File: config.mk
export PLATFORM = sky130hd
export DESIGN_NAME = n64_pif_ram_dma_flat
export DESIGN_NICKNAME = d
export VERILOG_FILES = /design/src/rtl/n64_pif_ram_dma_pkg.sv /design/src/rtl/n64_pif_ram_dma_if.sv /design/src/rtl/n64_pif_ram_dma_fifo2.sv /design/src/rtl/n64_pif_ram_dma.sv /design/src/flat_wrapper.sv
export SDC_FILE = /design/constraint.sdc
export NUM_CORES = 1
export LEC_CHECK = 0
export BUFFER_PORTS_ARGS = -buffer_cell sky130_fd_sc_hd__buf_2
export CAP_MARGIN = 20
export CORE_MARGIN = 4
export CORE_UTILIZATION = 55
export CTS_BUF_LIST = sky130_fd_sc_hd__clkbuf_16
export CTS_CLUSTER_SIZE = 24
export DETAILED_ROUTE_END_ITERATION = 8
export MAX_ROUTING_LAYER = met4
export PLACE_DENSITY = 0.95
export SLEW_MARGIN = 15
export SYNTH_ARGS = -nofsm -noshare
export SYNTH_HDL_FRONTEND = slang
export SYNTH_SLANG_ARGS = --single-unit
File: constraint.sdc
create_clock -name clk -period 5.3 [get_ports clk]
set_input_delay 0 -clock clk [delete_from_list [all_inputs] [get_ports clk]]
set_output_delay 0 -clock clk [all_outputs]
set_load 0.005 [all_outputs]
File: src/rtl/n64_pif_ram_dma_pkg.sv
// Shared definitions for the PIF RAM port-B block mover.
package n64_pif_ram_dma_pkg;

    localparam int PIF_RAM_AW      = 9;
    localparam int PIF_BLOCK_WORDS = 16;

    localparam logic DIR_READ  = 1'b0;
    localparam logic DIR_WRITE = 1'b1;

    typedef enum logic [1:0] {
        IDLE,
        RD,
        WR,
        FIN
    } dma_state_e;

endpackage

File: src/rtl/n64_pif_ram_dma_if.sv
// Control, PIF RAM port-B and stream signals of the block mover.
// The master modport is the mover itself; the slave modport is its surroundings.
interface n64_pif_ram_dma_if
    import n64_pif_ram_dma_pkg::*;
#(
    parameter int AW = PIF_RAM_AW
) ();

    logic          start;
    logic          dir;
    logic [AW-1:0] base_addr;
    logic          abort;
    logic          busy;
    logic          done;
    logic          aborted;

    logic [AW-1:0] ram_addr;
    logic          ram_wren;
    logic [31:0]   ram_wdata;
    logic [31:0]   ram_rdata;

    logic          out_valid;
    logic [31:0]   out_data;
    logic          out_ready;

    logic          in_valid;
    logic [31:0]   in_data;
    logic          in_ready;

    modport master (
        input  start, dir, base_addr, abort, ram_rdata, out_ready, in_valid, in_data,
        output busy, done, aborted, ram_addr, ram_wren, ram_wdata, out_valid, out_data, in_ready
    );

    modport slave (
        output start, dir, base_addr, abort, ram_rdata, out_ready, in_valid, in_data,
        input  busy, done, aborted, ram_addr, ram_wren, ram_wdata, out_valid, out_data, in_ready
    );

endinterface

File: src/rtl/n64_pif_ram_dma_fifo2.sv
// Two-entry skid buffer that absorbs words already in flight from the
// registered RAM read when the outbound sink stalls.
module n64_pif_ram_dma_fifo2 (
    input  logic        clk,
    input  logic        reset_n,
    input  logic        flush,
    input  logic        push,
    input  logic [31:0] push_data,
    input  logic        pop,
    output logic [31:0] head,
    output logic [1:0]  count
);

    logic [31:0] mem [2];
    logic        rd_ptr;
    logic        wr_ptr;
    logic [1:0]  count_q;
    logic        do_pop;
    logic        do_push;

    always_comb begin
        do_pop  = pop && (count_q != 2'd0);
        do_push = push && ((count_q != 2'd2) || do_pop);
        head    = mem[rd_ptr];
        count   = count_q;
    end

    always_ff @(posedge clk) begin
        if (!reset_n) begin
            mem[0]  <= '0;
            mem[1]  <= '0;
            rd_ptr  <= 1'b0;
            wr_ptr  <= 1'b0;
            count_q <= 2'd0;
        end else if (flush) begin
            rd_ptr  <= 1'b0;
            wr_ptr  <= 1'b0;
            count_q <= 2'd0;
        end else begin
            if (do_push) begin
                mem[wr_ptr] <= push_data;
                wr_ptr      <= ~wr_ptr;
            end
            if (do_pop) begin
                rd_ptr <= ~rd_ptr;
            end
            count_q <= count_q + 2'(do_push) - 2'(do_pop);
        end
    end

endmodule

File: src/rtl/n64_pif_ram_dma.sv
// Port-B master of the PIF RAM: moves a WORDS-long block between the RAM
// and a valid/ready stream in either direction, one word per clock.
module n64_pif_ram_dma
    import n64_pif_ram_dma_pkg::*;
#(
    parameter int WORDS = PIF_BLOCK_WORDS,
    parameter int AW    = PIF_RAM_AW
) (
    input  logic               clk,
    input  logic               reset_n,
    n64_pif_ram_dma_if.master  bus
);

    localparam int            CW       = $clog2(WORDS + 1);
    localparam logic [CW-1:0] FULL_CNT = CW'(WORDS);
    localparam logic [CW-1:0] LAST_CNT = CW'(WORDS - 1);

    dma_state_e    state;
    dma_state_e    state_next;
    logic [AW-1:0] base_q;
    logic [CW-1:0] issue_cnt;
    logic [CW-1:0] pop_cnt;
    logic [CW-1:0] wr_cnt;
    logic          rd_pending;
    logic          aborted_q;

    logic          issue;
    logic          pop;
    logic          push;
    logic          wr_fire;
    logic          abort_now;
    logic          xfer_start;
    logic          out_valid_int;
    logic [2:0]    occupancy;
    logic [1:0]    fifo_count;
    logic [31:0]   fifo_head;

    always_ff @(posedge clk) begin
        if (!reset_n) begin
            state <= IDLE;
        end else begin
            state <= state_next;
        end
    end

    // A read is only issued if its data is guaranteed a FIFO slot one cycle later.
    always_comb begin
        state_next    = state;
        out_valid_int = (state == RD) && (fifo_count != 2'd0);
        pop           = out_valid_int && bus.out_ready;
        occupancy     = {1'b0, fifo_count} + {2'b0, rd_pending} - {2'b0, pop};
        issue         = (state == RD) && (issue_cnt < FULL_CNT) && (occupancy < 3'd2);
        push          = (state == RD) && rd_pending;
        wr_fire       = (state == WR) && (wr_cnt < FULL_CNT) && bus.in_valid;
        abort_now     = bus.abort && ((state == RD) || (state == WR));
        xfer_start    = (state == IDLE) && bus.start;

        unique case (state)
            IDLE: begin
                if (bus.start) begin
                    state_next = (bus.dir == DIR_WRITE) ? WR : RD;
                end
            end
            RD: begin
                if (abort_now) begin
                    state_next = IDLE;
                end else if (pop && (pop_cnt == LAST_CNT)) begin
                    state_next = FIN;
                end
            end
            WR: begin
                if (abort_now) begin
                    state_next = IDLE;
                end else if (wr_fire && (wr_cnt == LAST_CNT)) begin
                    state_next = FIN;
                end
            end
            FIN: begin
                state_next = IDLE;
            end
            default: begin
                state_next = IDLE;
            end
        endcase

        bus.busy      = (state != IDLE);
        bus.done      = (state == FIN);
        bus.aborted   = aborted_q;
        bus.in_ready  = (state == WR) && (wr_cnt < FULL_CNT);
        bus.out_valid = out_valid_int;
        bus.out_data  = out_valid_int ? fifo_head : '0;
        bus.ram_wren  = wr_fire;
        bus.ram_wdata = wr_fire ? bus.in_data : '0;
        if (issue) begin
            bus.ram_addr = base_q + AW'(issue_cnt);
        end else if (wr_fire) begin
            bus.ram_addr = base_q + AW'(wr_cnt);
        end else begin
            bus.ram_addr = '0;
        end
    end

    always_ff @(posedge clk) begin
        if (!reset_n) begin
            base_q     <= '0;
            issue_cnt  <= '0;
            pop_cnt    <= '0;
            wr_cnt     <= '0;
            rd_pending <= 1'b0;
            aborted_q  <= 1'b0;
        end else begin
            aborted_q <= abort_now;
            if (xfer_start) begin
                base_q     <= bus.base_addr;
                issue_cnt  <= '0;
                pop_cnt    <= '0;
                wr_cnt     <= '0;
                rd_pending <= 1'b0;
            end else begin
                if (issue) begin
                    issue_cnt <= issue_cnt + 1'b1;
                end
                if (pop) begin
                    pop_cnt <= pop_cnt + 1'b1;
                end
                if (wr_fire) begin
                    wr_cnt <= wr_cnt + 1'b1;
                end
                rd_pending <= issue && !abort_now;
            end
        end
    end

    n64_pif_ram_dma_fifo2 u_fifo (
        .clk       (clk),
        .reset_n   (reset_n),
        .flush     (abort_now),
        .push      (push),
        .push_data (bus.ram_rdata),
        .pop       (pop),
        .head      (fifo_head),
        .count     (fifo_count)
    );

endmodule

File: src/flat_wrapper.sv
// flat-port wrapper written by rule: the top's interface ports become plain ports
module n64_pif_ram_dma_flat import n64_pif_ram_dma_pkg::*;
#(
    parameter int WORDS = PIF_BLOCK_WORDS,
    parameter int AW    = PIF_RAM_AW
)
  (clk, reset_n, bus_start, bus_dir, bus_base_addr, bus_abort, bus_ram_rdata, bus_out_ready, bus_in_valid, bus_in_data, bus_busy, bus_done, bus_aborted, bus_ram_addr, bus_ram_wren, bus_ram_wdata, bus_out_valid, bus_out_data, bus_in_ready);
  n64_pif_ram_dma_if #(.AW(AW)) bus_i ();
  input  logic clk;
  input  logic reset_n;
  input wire logic [$bits(bus_i.start)-1:0] bus_start;
  input wire logic [$bits(bus_i.dir)-1:0] bus_dir;
  input wire logic [$bits(bus_i.base_addr)-1:0] bus_base_addr;
  input wire logic [$bits(bus_i.abort)-1:0] bus_abort;
  input wire logic [$bits(bus_i.ram_rdata)-1:0] bus_ram_rdata;
  input wire logic [$bits(bus_i.out_ready)-1:0] bus_out_ready;
  input wire logic [$bits(bus_i.in_valid)-1:0] bus_in_valid;
  input wire logic [$bits(bus_i.in_data)-1:0] bus_in_data;
  output wire logic [$bits(bus_i.busy)-1:0] bus_busy;
  output wire logic [$bits(bus_i.done)-1:0] bus_done;
  output wire logic [$bits(bus_i.aborted)-1:0] bus_aborted;
  output wire logic [$bits(bus_i.ram_addr)-1:0] bus_ram_addr;
  output wire logic [$bits(bus_i.ram_wren)-1:0] bus_ram_wren;
  output wire logic [$bits(bus_i.ram_wdata)-1:0] bus_ram_wdata;
  output wire logic [$bits(bus_i.out_valid)-1:0] bus_out_valid;
  output wire logic [$bits(bus_i.out_data)-1:0] bus_out_data;
  output wire logic [$bits(bus_i.in_ready)-1:0] bus_in_ready;
  assign bus_i.start = bus_start;
  assign bus_i.dir = bus_dir;
  assign bus_i.base_addr = bus_base_addr;
  assign bus_i.abort = bus_abort;
  assign bus_i.ram_rdata = bus_ram_rdata;
  assign bus_i.out_ready = bus_out_ready;
  assign bus_i.in_valid = bus_in_valid;
  assign bus_i.in_data = bus_in_data;
  assign bus_busy = bus_i.busy;
  assign bus_done = bus_i.done;
  assign bus_aborted = bus_i.aborted;
  assign bus_ram_addr = bus_i.ram_addr;
  assign bus_ram_wren = bus_i.ram_wren;
  assign bus_ram_wdata = bus_i.ram_wdata;
  assign bus_out_valid = bus_i.out_valid;
  assign bus_out_data = bus_i.out_data;
  assign bus_in_ready = bus_i.in_ready;
  n64_pif_ram_dma #(.WORDS(WORDS), .AW(AW)) u_core (.clk(clk), .reset_n(reset_n), .bus(bus_i));
endmodule
==> results by group <==
Critical path
  • CP Cell Sequence: inv_1, ha_1, o21ai_2, buf_4, inv_2, nand2_1, nor2_1, o21ai_1, fa_1, xnor2_1, and4b_1, nand4b_1, a41oi_1, a211oi_2, buf_2
  • Reg2reg end: u_core.issue_cnt[3]
  • Worst reg2reg path depth: 14
  • Req. time, crit path: between 5 and 6 ns
  • CP Capture Type: output port
  • CP max FO: 33
  • Crit Path Category: reg -> out
  • Setup crit start kind: register
  • Arrival @ worst endpoint: 4.11 ns
  • R2r setup slk: around 1.7 ns
  • R2R Path Start: u_core.state[1]
  • CP max stage delay: about 0.7 ns
  • Slowest CP cell: and4b_1

Global routing
  • Antenna violations before repair: 1
  • Vias in the first global route: approximately 4,500
  • First-pass GRT wire length: around 22,000 um
  • Largest net degree at the start of global routing: 35
  • Grt total ovfl: 0
  • GRT Total Usage: 0.263

STA
  • Period utilization: 0.775
  • Slew headroom: 0.333
  • Final slew viol count: 0
  • Setup_tns: 0 ns
  • Post-layout minimum cycle time: a little over 4 ns
  • Actual slew at the worst max-slew pin: ~1 ns
  • RSZ-0062 raised after global routing: false
  • WHS: about 0.052 ns
  • Final hold violation count: 0
  • Final clock skew: between 0.01 and 0.015 ns
  • Max Clk Rate: 0.244 GHz
  • Number of setup violations in the final report: 0

Final layout
  • Most frequent cells in the layout: 158 x buf_2, 68 x and2_1, 64 x edfxtp_1
  • Final Cell Area: 6740 sq um
  • Layout net count: about 800
  • Final Util: 0.733
  • Area delta synth->final: 30.4%
  • Share of cells above drive strength 1: 0.265
  • Filler instances: between 500 and 600
  • Most common cell after layout, fill and taps aside: buf_2

Routing
  • Vias post-DR: between 4,000 and 5,000
  • Post-Route WL: around 14,000 um
  • Met3 wire len: 848 um
  • Met1 Wirelength: 5340 um
  • DRT iter0 DRCs: around 370
  • Top sig layer: met4
  • # DRC: 0
  • Final ANT Viol Nets: 0
  • Routed wire length per instance: roughly 17 um
  • DRT Pass-1 Iters: 5
  • Drt via density: about 5.5
  • Wire length on met2: 7410 um

CTS
  • CTS tree: built
  • Post-CTS resize count: 0
  • Worst-Skew Late Latency: approximately 0.34 ns
  • CTS clock-pin slew for the worst setup and hold paths: roughly 0.070 ns
  • Clock sink count: 97
  • Hold buffers post-CTS: 42
  • TritonCTS Buffers: 9
  • Bufs on Longest Clock Path: 2
  • Post-CTS Setup Bufs: 0
  • Htree depth: 3
  • CTS root buf: clkbuf_16

Power
  • VDD IR max: 0.000195 V
  • Leakage: 3.13 nW
  • Power per Cell Area: around 280 nW/um^2

Floorplan
  • Die Ht: approximately 100 um
  • CORE AREA: roughly 9200 sq um
  • Die area: between 10,000 and 15,000 sq um
  • Die X: approximately 100 um
  • Num rows: 35
  • I/O pin count: 159
  • Starting Density: 0.562

Place
  • Post-DP HPWL: roughly 9000 um
  • Port Buffer Count: roughly 160
  • Gp weighted congestion: ~0.92
  • DP Area: between 6000 and 7000 sq um

Yosys
  • Syn Area/Cell: between 10 and 15 sq um
  • Synth Cell Area: 5170 sq um
  • EDFF count, synth: 64
  • Post-synthesis async set-or-reset flop share: 0
  • Ys Warns: 0
  • Distinct cells, synth: 48
  • Post-synth top flop: edfxtp_1
  • #FFs+latches synth: 97
  • Synthesized instance count: approximately 500
  • Post-synthesis sequential area ratio: 0.500
  • Synth Net Count: about 610

Worst hold path
  • Hold Path Depth: 2
  • Worst hold path class: in -> reg
  • Hold wc startpoint: reset_n
  • WHS Endpoint: u_core.state[0]

Status
  • Status: finished clean

Flow run
  • Max-cap violations: 0
==> Yosys cell counts, drive strengths merged, types with 3 or more instances <==
library cell  count  area (sq um)
and2             68           425
edfxtp           64          1920
nor2             58           218
nand2            48           180
and3             38           238
dfxtp            33           661
mux2i            32           320
ha               21           263
clkbuf           20          75.1
inv              15          56.3
a21oi            10          50.1
xnor2            10          87.6
a21boi            9          67.6
o21ai             9          45.0
xor2              9          78.8
buf               6          32.5
nand3             6          30.0
nand4             5          31.3
a21o              4          30.0
a211oi            3          27.5
a41oi             3          26.3
fa                3          60.1
nand2b            3          18.8
==> logic make-up after synthesis <==
| kind of cell | count (synthesis) | share of synthesized area |
|---|---|---|
| muxes | 33 | 0.0642 |
| and+or+nand+nor | 236 | 0.237 |
| xor gates and xnor gates | 19 | 0.0322 |
| AOI/OAI and AO/OA | 54 | 0.0729 |
| buffers and inverters | 41 | 0.0317 |
| DFF | 97 | 0.500 |
| adders and majority gates | 24 | 0.0625 |
==> power by group <==
part           leakage, nW  switching (mW)  internal (mW)  total (mW)
clock network        0.139           0.292          0.327       0.619
registers            0.929          0.0377          0.849       0.887
logic                 2.06           0.228          0.169       0.397
==> critical path, delay by kind of cell, from the launching register on <==
| kind | cells | cell delay, ns |
|---|---|---|
| compound gates | 4 | 0.59 |
| xor+xnor | 1 | 0.20 |
| fa+ha+maj | 2 | 0.70 |
| buf+inv | 4 | 0.61 |
| flops | 1 | 0.33 |
| simple gates | 4 | 1.34 |
==> flip-flops by register name, indices dropped and copies added, names as in the netlist, named ones only <==
name / flops
u_core.u_fifo.mem: 64
u_core.base_q: 9
u_core.issue_cnt: 5
u_core.pop_cnt: 5
u_core.wr_cnt: 5
u_core.state: 2
u_core.u_fifo.count: 2
u_core.bus.aborted: 1
u_core.rd_pending: 1
u_core.u_fifo.rd_ptr: 1
u_core.u_fifo.wr_ptr: 1
==> how the worst max path moves through the flow <==
stage | slack [ns] | end | from | cells after the start
final | 1.19 | bus_ram_addr[7] | u_core.state[1] | 15
after floorplan | 2.53 | u_core.issue_cnt[4] | u_core.state[1] | 14
after global routing | 0.86 | bus_ram_addr[7] | u_core.state[1] | 15
after CTS | 1.22 | bus_ram_addr[7] | u_core.state[1] | 15
after detailed placement | 1.61 | bus_ram_addr[7] | u_core.state[1] | 15
after global placement | 1.84 | bus_ram_addr[7] | u_core.state[1] | 14
==> area by class of cell <==
cell class                      count  area (sq um)  area share
Antenna cell                        1          2.50    0.000371
Inverter                           15          56.3     0.00836
Timing Repair Buffer              205          1250       0.185
Sequential cell                    97          2580       0.383
Clock buffer                        9           225      0.0334
Clock inverter                      7          58.8     0.00873
Multi-Input combinational cell    366          2420       0.360
Tap cell                          111           139      0.0206
==> metrics by stage <==
stage               instances  power, mW  setup slack, ns
floorplan                 504       1.13             2.53
global placement          752       1.25             1.84
detailed placement        752       1.27             1.61
CTS                       810       1.90             1.22
global route              811       1.99            0.863
finish                    811       1.90             1.19
==> layer usage <==
metal	track usage	up-vias
met1	0.284	2133
met5	-	-
met2	0.475	175
li1	-	2134
met4	0.103	0
met3	0.0488	34
(Power assumes the default switching activity.)
